--- src/rtl/note_display_pkg.sv ---
// Shared constants and FSM encoding for the note display path
// (note-name lookup, text renderer, frame-buffer writer).
package note_display_pkg;

  localparam int unsigned NUM_CHARS   = 5;
  localparam int unsigned CHAR_ADDR_W = 9;
  localparam int unsigned GLYPH_W     = 8;
  localparam int unsigned GLYPH_H     = 8;
  localparam int unsigned NOTE_ADDR_W = NUM_CHARS * CHAR_ADDR_W;

  localparam int unsigned CHAR_IDX_W  = 3;
  localparam int unsigned ROW_W       = 3;
  localparam int unsigned BIT_W       = 3;
  localparam int unsigned PIX_X_W     = CHAR_IDX_W + BIT_W;

  localparam logic [CHAR_ADDR_W-1:0] CHAR_BLANK_ADDR = 9'd256;

  typedef enum logic [2:0] {
    ST_IDLE  = 3'd0,
    ST_FETCH = 3'd1,
    ST_WAIT  = 3'd2,
    ST_SHIFT = 3'd3,
    ST_DONE  = 3'd4
  } render_state_e;

  // Base address of character idx; char0 sits in the most significant field.
  function automatic logic [CHAR_ADDR_W-1:0] char_field(
    input logic [NOTE_ADDR_W-1:0] word,
    input logic [CHAR_IDX_W-1:0]  idx
  );
    logic [CHAR_ADDR_W-1:0] f;
    f = '0;
    for (int unsigned i = 0; i < NUM_CHARS; i++) begin
      if (idx == CHAR_IDX_W'(i)) f = word[(NUM_CHARS-1-i)*CHAR_ADDR_W +: CHAR_ADDR_W];
    end
    return f;
  endfunction

endpackage

--- src/rtl/note_text_renderer_glyph_shifter.sv ---
// Glyph row shift register: loads one font-ROM row, shifts MSB-first on
// each accepted pixel and tracks the bit position within the row.
module glyph_shifter
  import note_display_pkg::*;
(
  input  logic               clk,
  input  logic               reset_n,
  input  logic               load_i,
  input  logic [GLYPH_W-1:0] data_i,
  input  logic               shift_i,
  output logic               msb_o,
  output logic [BIT_W-1:0]   bit_o,
  output logic               last_bit_o
);

  logic [GLYPH_W-1:0] data_q;
  logic [BIT_W-1:0]   bit_q;

  always_ff @(posedge clk or negedge reset_n) begin
    if (!reset_n) begin
      data_q <= '0;
      bit_q  <= '0;
    end else if (load_i) begin
      data_q <= data_i;
      bit_q  <= '0;
    end else if (shift_i) begin
      data_q <= {data_q[GLYPH_W-2:0], 1'b0};
      bit_q  <= bit_q + 1'b1;
    end
  end

  assign msb_o      = data_q[GLYPH_W-1];
  assign bit_o      = bit_q;
  assign last_bit_o = (bit_q == BIT_W'(GLYPH_W-1));

endmodule

--- src/rtl/note_text_renderer.sv ---
// Renders a 5-character note label into a 40x8 pixel stream by walking
// glyph rows through a 1-cycle-latency font ROM.
module note_text_renderer
  import note_display_pkg::*;
(
  input  logic                   clk,
  input  logic                   reset_n,
  input  logic [NOTE_ADDR_W-1:0] note_addr,
  input  logic                   start,
  output logic                   busy,
  output logic                   done,
  output logic [CHAR_ADDR_W-1:0] rom_addr,
  input  logic [GLYPH_W-1:0]     rom_data,
  output logic                   pix_valid,
  input  logic                   pix_ready,
  output logic                   pix_on,
  output logic [PIX_X_W-1:0]     pix_x,
  output logic [ROW_W-1:0]       pix_y
);

  render_state_e          state_q;
  logic [NOTE_ADDR_W-1:0] addr_q;
  logic [CHAR_IDX_W-1:0]  char_q;
  logic [ROW_W-1:0]       row_q;
  logic [CHAR_ADDR_W-1:0] rom_addr_q;
  logic                   busy_q;
  logic                   done_q;
  logic                   pix_valid_q;

  logic [CHAR_IDX_W-1:0]  char_d;
  logic [ROW_W-1:0]       row_d;
  logic [CHAR_ADDR_W-1:0] rom_addr_d;
  logic                   last_char;
  logic                   last_row;
  logic                   handshake;
  logic                   shift_msb;
  logic [BIT_W-1:0]       bit_idx;
  logic                   last_bit;

  assign handshake = pix_valid_q & pix_ready;

  always_comb begin
    last_char  = (char_q == CHAR_IDX_W'(NUM_CHARS-1));
    last_row   = (row_q == ROW_W'(GLYPH_H-1));
    char_d     = last_char ? '0 : char_q + 1'b1;
    row_d      = last_char ? row_q + 1'b1 : row_q;
    rom_addr_d = char_field(addr_q, char_d) + CHAR_ADDR_W'(row_d);
  end

  // rom_addr is registered on entry to FETCH so the ROM sees it for the whole
  // FETCH cycle and rom_data is ready to capture at the end of WAIT.
  always_ff @(posedge clk or negedge reset_n) begin
    if (!reset_n) begin
      state_q     <= ST_IDLE;
      addr_q      <= '0;
      char_q      <= '0;
      row_q       <= '0;
      rom_addr_q  <= '0;
      busy_q      <= 1'b0;
      done_q      <= 1'b0;
      pix_valid_q <= 1'b0;
    end else begin
      case (state_q)
        ST_IDLE: begin
          if (start) begin
            addr_q     <= note_addr;
            char_q     <= '0;
            row_q      <= '0;
            rom_addr_q <= note_addr[NOTE_ADDR_W-1 -: CHAR_ADDR_W];
            busy_q     <= 1'b1;
            state_q    <= ST_FETCH;
          end
        end
        ST_FETCH: state_q <= ST_WAIT;
        ST_WAIT: begin
          pix_valid_q <= 1'b1;
          state_q     <= ST_SHIFT;
        end
        ST_SHIFT: begin
          if (handshake && last_bit) begin
            pix_valid_q <= 1'b0;
            if (last_char && last_row) begin
              char_q  <= '0;
              row_q   <= '0;
              done_q  <= 1'b1;
              state_q <= ST_DONE;
            end else begin
              char_q     <= char_d;
              row_q      <= row_d;
              rom_addr_q <= rom_addr_d;
              state_q    <= ST_FETCH;
            end
          end
        end
        ST_DONE: begin
          done_q  <= 1'b0;
          busy_q  <= 1'b0;
          state_q <= ST_IDLE;
        end
        default: state_q <= ST_IDLE;
      endcase
    end
  end

  glyph_shifter u_shifter (
    .clk        (clk),
    .reset_n    (reset_n),
    .load_i     (state_q == ST_WAIT),
    .data_i     (rom_data),
    .shift_i    (handshake),
    .msb_o      (shift_msb),
    .bit_o      (bit_idx),
    .last_bit_o (last_bit)
  );

  assign busy      = busy_q;
  assign done      = done_q;
  assign rom_addr  = rom_addr_q;
  assign pix_valid = pix_valid_q;
  assign pix_on    = pix_valid_q & shift_msb;
  assign pix_x     = {char_q, bit_idx};
  assign pix_y     = row_q;

endmodule

--- config.mk ---
export PLATFORM = sky130hd
export DESIGN_NAME = note_text_renderer
export DESIGN_NICKNAME = d
export VERILOG_FILES = /design/src/rtl/note_display_pkg.sv /design/src/rtl/note_text_renderer_glyph_shifter.sv /design/src/rtl/note_text_renderer.sv
export SDC_FILE = /design/constraint.sdc
export NUM_CORES = 1
export LEC_CHECK = 0
export ABC_AREA = 1
export CAP_MARGIN = 0
export CORE_ASPECT_RATIO = 1.2
export CORE_MARGIN = 5
export CORE_UTILIZATION = 45
export DETAILED_ROUTE_END_ITERATION = 16
export PLACE_DENSITY_LB_ADDON = 0.2
export SKIP_LAST_GASP = 1
export SLEW_MARGIN = 0
export SYNTH_ARGS = -nofsm -noshare
export SYNTH_HDL_FRONTEND = slang
export SYNTH_SLANG_ARGS = --single-unit
--- constraint.sdc ---
create_clock -name clk -period 6.5 [get_ports clk]
set_input_delay 1.95 -clock clk [delete_from_list [all_inputs] [get_ports clk]]
set_output_delay 1.95 -clock clk [all_outputs]
set_load 0.01 [all_outputs]
==> metrics.md, run 1 <==
| Metric | Value |
|---|---|
| Post-route setup TNS | 0 ps |
| Share of the synthesized area in the top cell type | 0.474 |
| Seq pwr share | 0.346 |
| Startpoint Class | flop |
| Synthesis Warnings | 0 |
| Uppermost routed layer | met4 |
| Gr ovfl total | 0 |
| DR WL met3 | 449 microns |
| Worst hold start | addr_q[41] |
| DR WL/cell | 15.2 microns |
| Final setup violation count | 0 |
| Non-Filler Instances | 652 |
| Placed cells | 636 |
| Core Footprint | 8940 sq um |
| Clock sink total | 77 |
| Synth area leaders | dfrtp_1 47%, mux2_2 9.4%, nand2_1 8.6% |
| Least-Margin Pin Slew | 984 ps |
| Rows | 38 |
| Port Buffers | 78 |
| Die Span Y | 114 microns |
| Commonest cells in the netlist | 93 x nand2_1, 77 x dfrtp_1, 53 x inv_1, 48 x nand3_1, 34 x mux2_2 |
| Status | completed |
| Max VDD drop | 0.187 mV |
| R2R depth | 20 |
| Die footprint | 11000 sq um |
| Avg Vias per Cell | 5.10 |
| Largest net degree at the start of global routing | 78 |
| Starting DRT DRC Count | 113 |
| Top FF cell, synth | dfrtp_1 |
| Final hold vios | 0 |
| Post-DP HPWL | 7350 microns |
| Cell count after synthesis | 452 |
| Remaining DRCs | 0 |
| Clock Path Buffers | 2 |
| Layout cells sized above 1 | 0.145 |
| Area of the multi-input gates | 1840 sq um |
| Slowest cell on crit path | dfrtp_1 |
| Clk root buf | clkbuf_8 |
| Initial Utilization | 0.455 |
| Inserted Diodes | 0 |
| Reg-to-reg slack, setup | 2820 ps |
| Vias in the first global route | 3415 |
| Hold Path Stages | 2 |
| CP arrival | 3930 ps |
| Mapped Avg Cell Area | 8.99 sq um |
| Antenna violations before repair | 0 |
| Register area | 1930 sq um |
| Proportion of power drawn by combinational gates | 0.514 |
| Maximum clock rate | 0.272 GHz |
| CP delay by family, top | simple AND/OR/NAND/NOR gates |
| Clk pwr share | 0.140 |
| Area leader, netlist | dfrtp_1 |
| Pint | 0.00139 W |
| Layout filler cell count | 829 |
| Cell breakdown of the critical path | inv_1, ha_1, nand2_4, nand3_4, inv_2, nor3_1, nand2_1, nand3_1, o211ai_1, a31oi_1, ha_1, inv_1, fa_1, o21bai_1, a21boi_1, nand3_1, nand2_1, nand3_1, nand2_1, nand2_1 |
| # resized after CTS | 0 |
| Hold worst-path end | addr_q[41] |
| Crit Path Category | reg -> reg |
| GP Congestion | 0.846 |
| First-pass DRT Iterations | 4 |
| Syn nets | 521 |
| Die Wd | 96.7 microns |
| Global-route wire length before repair | 16500 microns |
| Register area share after synthesis | 0.474 |
| CP bufs+invs | 3 |
| GRT Total Usage | 0.187 |
| Slowest cell delay on critical path | 420 ps |
| Layout area overhead | 25.6% |
| Slew Limit Fails | 0 |
| Worst path most repeated cell | nand2_1 |
| RSZ-0062 raised after global routing | false |
| Final nets | 596 |
| Antenna viol nets, final | 0 |
| Unique cell type count in the Yosys netlist | 40 |
| Pwr Density | 470 nW/um^2 |
| Slew HR | 0.344 |
| Synth Cell Area | 4060 sq um |
| FF-to-FF End | rom_addr[8] |
| CTS tree | yes |
| Clock Latency Late Sink | 360 ps |
| Fin crit share | 0.566 |
| Metal2 WL | 5020 microns |
| Cts bufs inserted | 9 |
| DRT met1 WL | 4130 microns |
| Fin crit period | 3680 ps |
| Top-count cell post-synth | nand2_1 |
| Net switching power | 0.00101 W |
| Synth Register Bits | 77 |
| Cts hold-fix bufs | 0 |
| Max-Cap Viols | 0 |
| Worst setup EP type | flop |
| Fin util | 0.571 |
| H-tree levels | 3 |
| Post-CTS setup buffers | 0 |
| Clock transition at path regs | 80 ps |
| Switching share of power | 0.422 |
| Pleak | 2.37 nW |
| I/O Pins | 79 |
| FF-to-FF Start | char_q[0] |
| Via count | 3326 |
| Final Skew | 11.9 ps |
| Async S/R FF share, synth | 1.00 |
| Number of enable flip-flop cells after synthesis | 0 |
| Drt total wl | 9910 microns |
| Crit-path max FO | 19 |
| Hold/Removal Path Class | reg -> reg |
| CP Data Required Time | 6750 ps |
[stage by stage]
stage / power, W / setup WS (ps) / area (sq um) / hold slack (ps)
final: 0.00240 / 2820 / 5100 / 493
after floorplan: 0.00169 / 3390 / 4060 / 453
after global routing: 0.00262 / 2450 / 5100 / 522
after detailed placement: 0.00208 / 2530 / 4920 / 478
after global placement: 0.00204 / 2580 / 4920 / 471
after CTS: 0.00242 / 2760 / 5100 / 497
[cell type report]
| type | instances | area share |
|---|---|---|
| clock inverter | 4 | 0.00442 |
| timing repair buffer | 80 | 0.156 |
| clock buffer | 12 | 0.0304 |
| multi-input combinational | 301 | 0.360 |
| inverter | 58 | 0.0427 |
| sequential | 77 | 0.378 |
| tap | 120 | 0.0294 |
[kinds of logic (layout without fill, tap and decap cells)]
logic type / after synthesis / in the layout / share of synthesized area
fa+ha+maj: 12 / 12 / 0.0388
xor+xnor: 4 / 4 / 0.00862
flops: 77 / 77 / 0.474
mux: 34 / 34 / 0.0942
buf+inv: 74 / 154 / 0.0745
simple gates: 186 / 186 / 0.212
compound gates: 65 / 65 / 0.0976
[registers in the layout, summed over array words and instances (netlist names)]
register	flops
u_shifter.bit_o	3
pix_valid	1
busy	1
state_q	3
done	1
rom_addr	9
u_shifter.data_q	8
addr_q	45
pix_y	3
char_q	3
[layout by cell type (no fill, tap or decap), drive strengths merged]
cell type / n
clkbuf: 12
o311ai: 4
o21a: 1
xor2: 3
fa: 1
ha: 11
dfrtp: 77
a2bb2oi: 1
clkdlybuf4s50: 77
mux2: 34
a31oi: 3
inv: 57
or2: 5
xnor2: 1
nor2: 22
a21boi: 1
nor3: 5
nand2: 101
a21oi: 16
o211ai: 7
clkinvlp: 1
clkinv: 4
buf: 3
nand3: 51
o21bai: 3
nand3b: 2
o21ai: 29
[worst register-to-register path, cell delays in order (launching register included)]
cell	delay [ps]
dfrtp_1	420
inv_1	160
ha_1	220
nand2_4	100
nand3_4	250
inv_2	80
nor3_1	400
nand2_1	100
nand3_1	90
o211ai_1	90
a31oi_1	180
ha_1	200
inv_1	60
fa_1	400
o21bai_1	200
a21boi_1	260
nand3_1	100
nand2_1	60
nand3_1	60
nand2_1	90
nand2_1	40
[power groups by stage]
stage / Clock (W) / Sequential [W] / Combinational, W
after floorplan: 0 / 0.000819 / 0.000871
after global placement: 0 / 0.000831 / 0.00121
after CTS: 0.000343 / 0.000830 / 0.00125
after detailed placement: 0 / 0.000836 / 0.00124
after global routing: 0.000364 / 0.000853 / 0.00140
final: 0.000335 / 0.000830 / 0.00123
[worst max-delay path by stage]
stage,cells past startpoint,from,to,slack (ps)
after floorplan,20,char_q[0],rom_addr[8],3390
after global placement,9,pix_ready,rom_addr[3],2580
after detailed placement,9,pix_ready,rom_addr[3],2530
after CTS,20,char_q[0],rom_addr[8],2760
after global routing,20,char_q[0],rom_addr[8],2450
final,20,char_q[0],rom_addr[8],2820
[routing by layer]
metal	up-vias	GRT usage
li1	1635	-
met1	1586	0.223
met2	86	0.318
met3	19	0.0396
met4	0	0.0983
met5	-	0
No activity file was read; power rests on OpenSTA's default activity.
==> run 2, diff against run 1 <==
- clock period: 6.5 -> 3.5 ns (I/O delays scaled with it)
==> metrics.md, run 2 (synthesis results as in run 1) <==
| Metric | Value |
|---|---|
| Status | completed |
| Hold Slack | 488 ps |
| Slew Limit Fails | 0 |
| Net switching power | 0.00191 W |
| Inserted Diodes | 0 |
| Post-route setup TNS | 0 ps |
| Metal2 WL | 5020 microns |
| Commonest non-fill, non-tap cell in the layout | nand2_1 |
| Die Wd | 96.7 microns |
| Proportion of power drawn by combinational gates | 0.507 |
| Cts bufs inserted | 9 |
| Hold/Removal Path Class | reg -> reg |
| Global-route wire length before repair | 16300 microns |
| Vias in the first global route | 3437 |
| Avg Vias per Cell | 5.14 |
| Clk pwr share | 0.158 |
| Cts hold-fix bufs | 0 |
| Pleak | 2.42 nW |
| CP delay by family, top | adder cells |
| Largest net degree at the start of global routing | 78 |
| Worst setup EP type | flop |
| Final nets | 600 |
| I/O Pins | 79 |
| Clock Path Buffers | 2 |
| H-tree levels | 3 |
| First-pass DRT Iterations | 4 |
| Fin crit period | 3260 ps |
| Crit Path Category | reg -> reg |
| GP Congestion | 0.874 |
| Drt total wl | 9840 microns |
| Commonest cells after routing, fill and taps aside | 91 x nand2_1, 77 x dfrtp_1, 77 x clkdlybuf4s50_1 |
| Switching share of power | 0.411 |
| Clock Latency Late Sink | 350 ps |
| Final hold vios | 0 |
| Die footprint | 11000 sq um |
| DRT met1 WL | 4090 microns |
| CP arrival | 3500 ps |
| Final setup violation count | 0 |
| Max VDD drop | 0.378 mV |
| Uppermost routed layer | met4 |
| Port Buffers | 78 |
| Slowest cell on crit path | dfrtp_1 |
| Clock transition at path regs | 80 ps |
| Pwr Density | 895 nW/um^2 |
| Gr ovfl total | 0 |
| Least-Margin Pin Slew | 960 ps |
| Antenna violations before repair | 0 |
| CP bufs+invs | 4 |
| Antenna viol nets, final | 0 |
| Pint | 0.00274 W |
| GRT Total Usage | 0.185 |
| Worst path most repeated cell | nand2_1 |
| Initial Utilization | 0.455 |
| Final Skew | 7.25 ps |
| Max-Cap Viols | 0 |
| Placed cells | 640 |
| Seq pwr share | 0.335 |
| Cell breakdown of the critical path | inv_2, ha_1, nand2_4, nand3_4, buf_4, nand2_4, inv_2, nand2_1, a31oi_1, ha_1, inv_1, fa_1, o21bai_1, a21boi_2, nand3_1, nand2_1, nand3_1, nand2_1, nand2_1 |
| Post-DP HPWL | 7420 microns |
| Layout filler cell count | 799 |
| Startpoint Class | flop |
| Fin crit share | 0.931 |
| Layout cells sized above 1 | 0.157 |
| Non-Filler Instances | 655 |
| Reg-to-reg slack, setup | 240 ps |
| Maximum clock rate | 0.307 GHz |
| DR WL met3 | 532 microns |
| Max reg flops | 45 |
| Starting DRT DRC Count | 194 |
| Remaining DRCs | 0 |
| Slowest cell delay on critical path | 430 ps |
| Layout area overhead | 27.9% |
| DR WL/cell | 15.0 microns |
| Top reg by flops | addr_q |
| Via count | 3366 |
| Rows | 38 |
| Slew HR | 0.360 |
| Die Span Y | 114 microns |
| Core Footprint | 8940 sq um |
| Clk root buf | clkbuf_8 |
| CP Data Required Time | 3740 ps |
| CTS tree | yes |
| Clock sink total | 77 |
| Crit-path max FO | 18 |
==> run 2: worst register-to-register path: stages, from the launching register on <==
cell	delay (ps)
dfrtp_1	430
inv_2	130
ha_1	220
nand2_4	110
nand3_4	100
buf_4	240
nand2_4	140
inv_2	140
nand2_1	70
a31oi_1	160
ha_1	190
inv_1	60
fa_1	400
o21bai_1	210
a21boi_2	240
nand3_1	90
nand2_1	60
nand3_1	60
nand2_1	60
nand2_1	50
==> run 2: final timing paths <==
path,from,end,depth (start not counted)
worst min-delay path,rom_addr[6],rom_addr[6],2
worst max register to register,char_q[0],rom_addr[8],19
worst min register to register,rom_addr[6],rom_addr[6],2
max in group asynchronous,reset_n,addr_q[4],1
worst max-delay path,char_q[0],rom_addr[8],19
min in group asynchronous,reset_n,rom_addr[3],1
==> run 2: final cells by class <==
cell class | count | area (sq um) | area share
multi-input cells | 301 | 1850 | 0.357
inverters | 58 | 218 | 0.0419
clock inverters | 4 | 72.6 | 0.0140
clock buffers | 11 | 141 | 0.0272
well taps | 120 | 150 | 0.0289
flip-flops and latches | 77 | 1930 | 0.371
repair buffers | 84 | 836 | 0.161
==> run 2: repair_timing <==
action                     4_1_cts  5_1_grt
setup endpoints to repair        1        3
setup buffers                    0        0
cloned                           0        0
gates resized for setup          1        4
pin swaps                        0        0
==> run 2: per-layer routing <==
layer / track usage / vias to the layer above
li1: - / 1637
met1: 0.216 / 1619
met2: 0.324 / 94
met3: 0.0555 / 16
met4: 0.0637 / 0
met5: 0 / -
==> run 2: power by group through the flow <==
stage                     logic (W)  clock network (W)  registers (W)
after detailed placement    0.00233                  0        0.00157
after global placement      0.00228                  0        0.00156
final                       0.00236           0.000734        0.00156
after floorplan             0.00162                  0        0.00152
after global routing        0.00266           0.000800        0.00160
after CTS                   0.00235           0.000746        0.00156
==> run 2: per-stage QoR <==
| stage | setup slack [ps] | power [W] | cell area, sq um | util |
|---|---|---|---|---|
| detailed placement | 25.3 | 0.00390 | 4970 | 0.556 |
| global placement | 196 | 0.00384 | 4970 | 0.556 |
| floorplan | 387 | 0.00314 | 4060 | - |
| CTS | 138 | 0.00465 | 5180 | 0.580 |
| finish | 242 | 0.00465 | 5200 | 0.581 |
| global route | -47.3 | 0.00506 | 5200 | 0.581 |
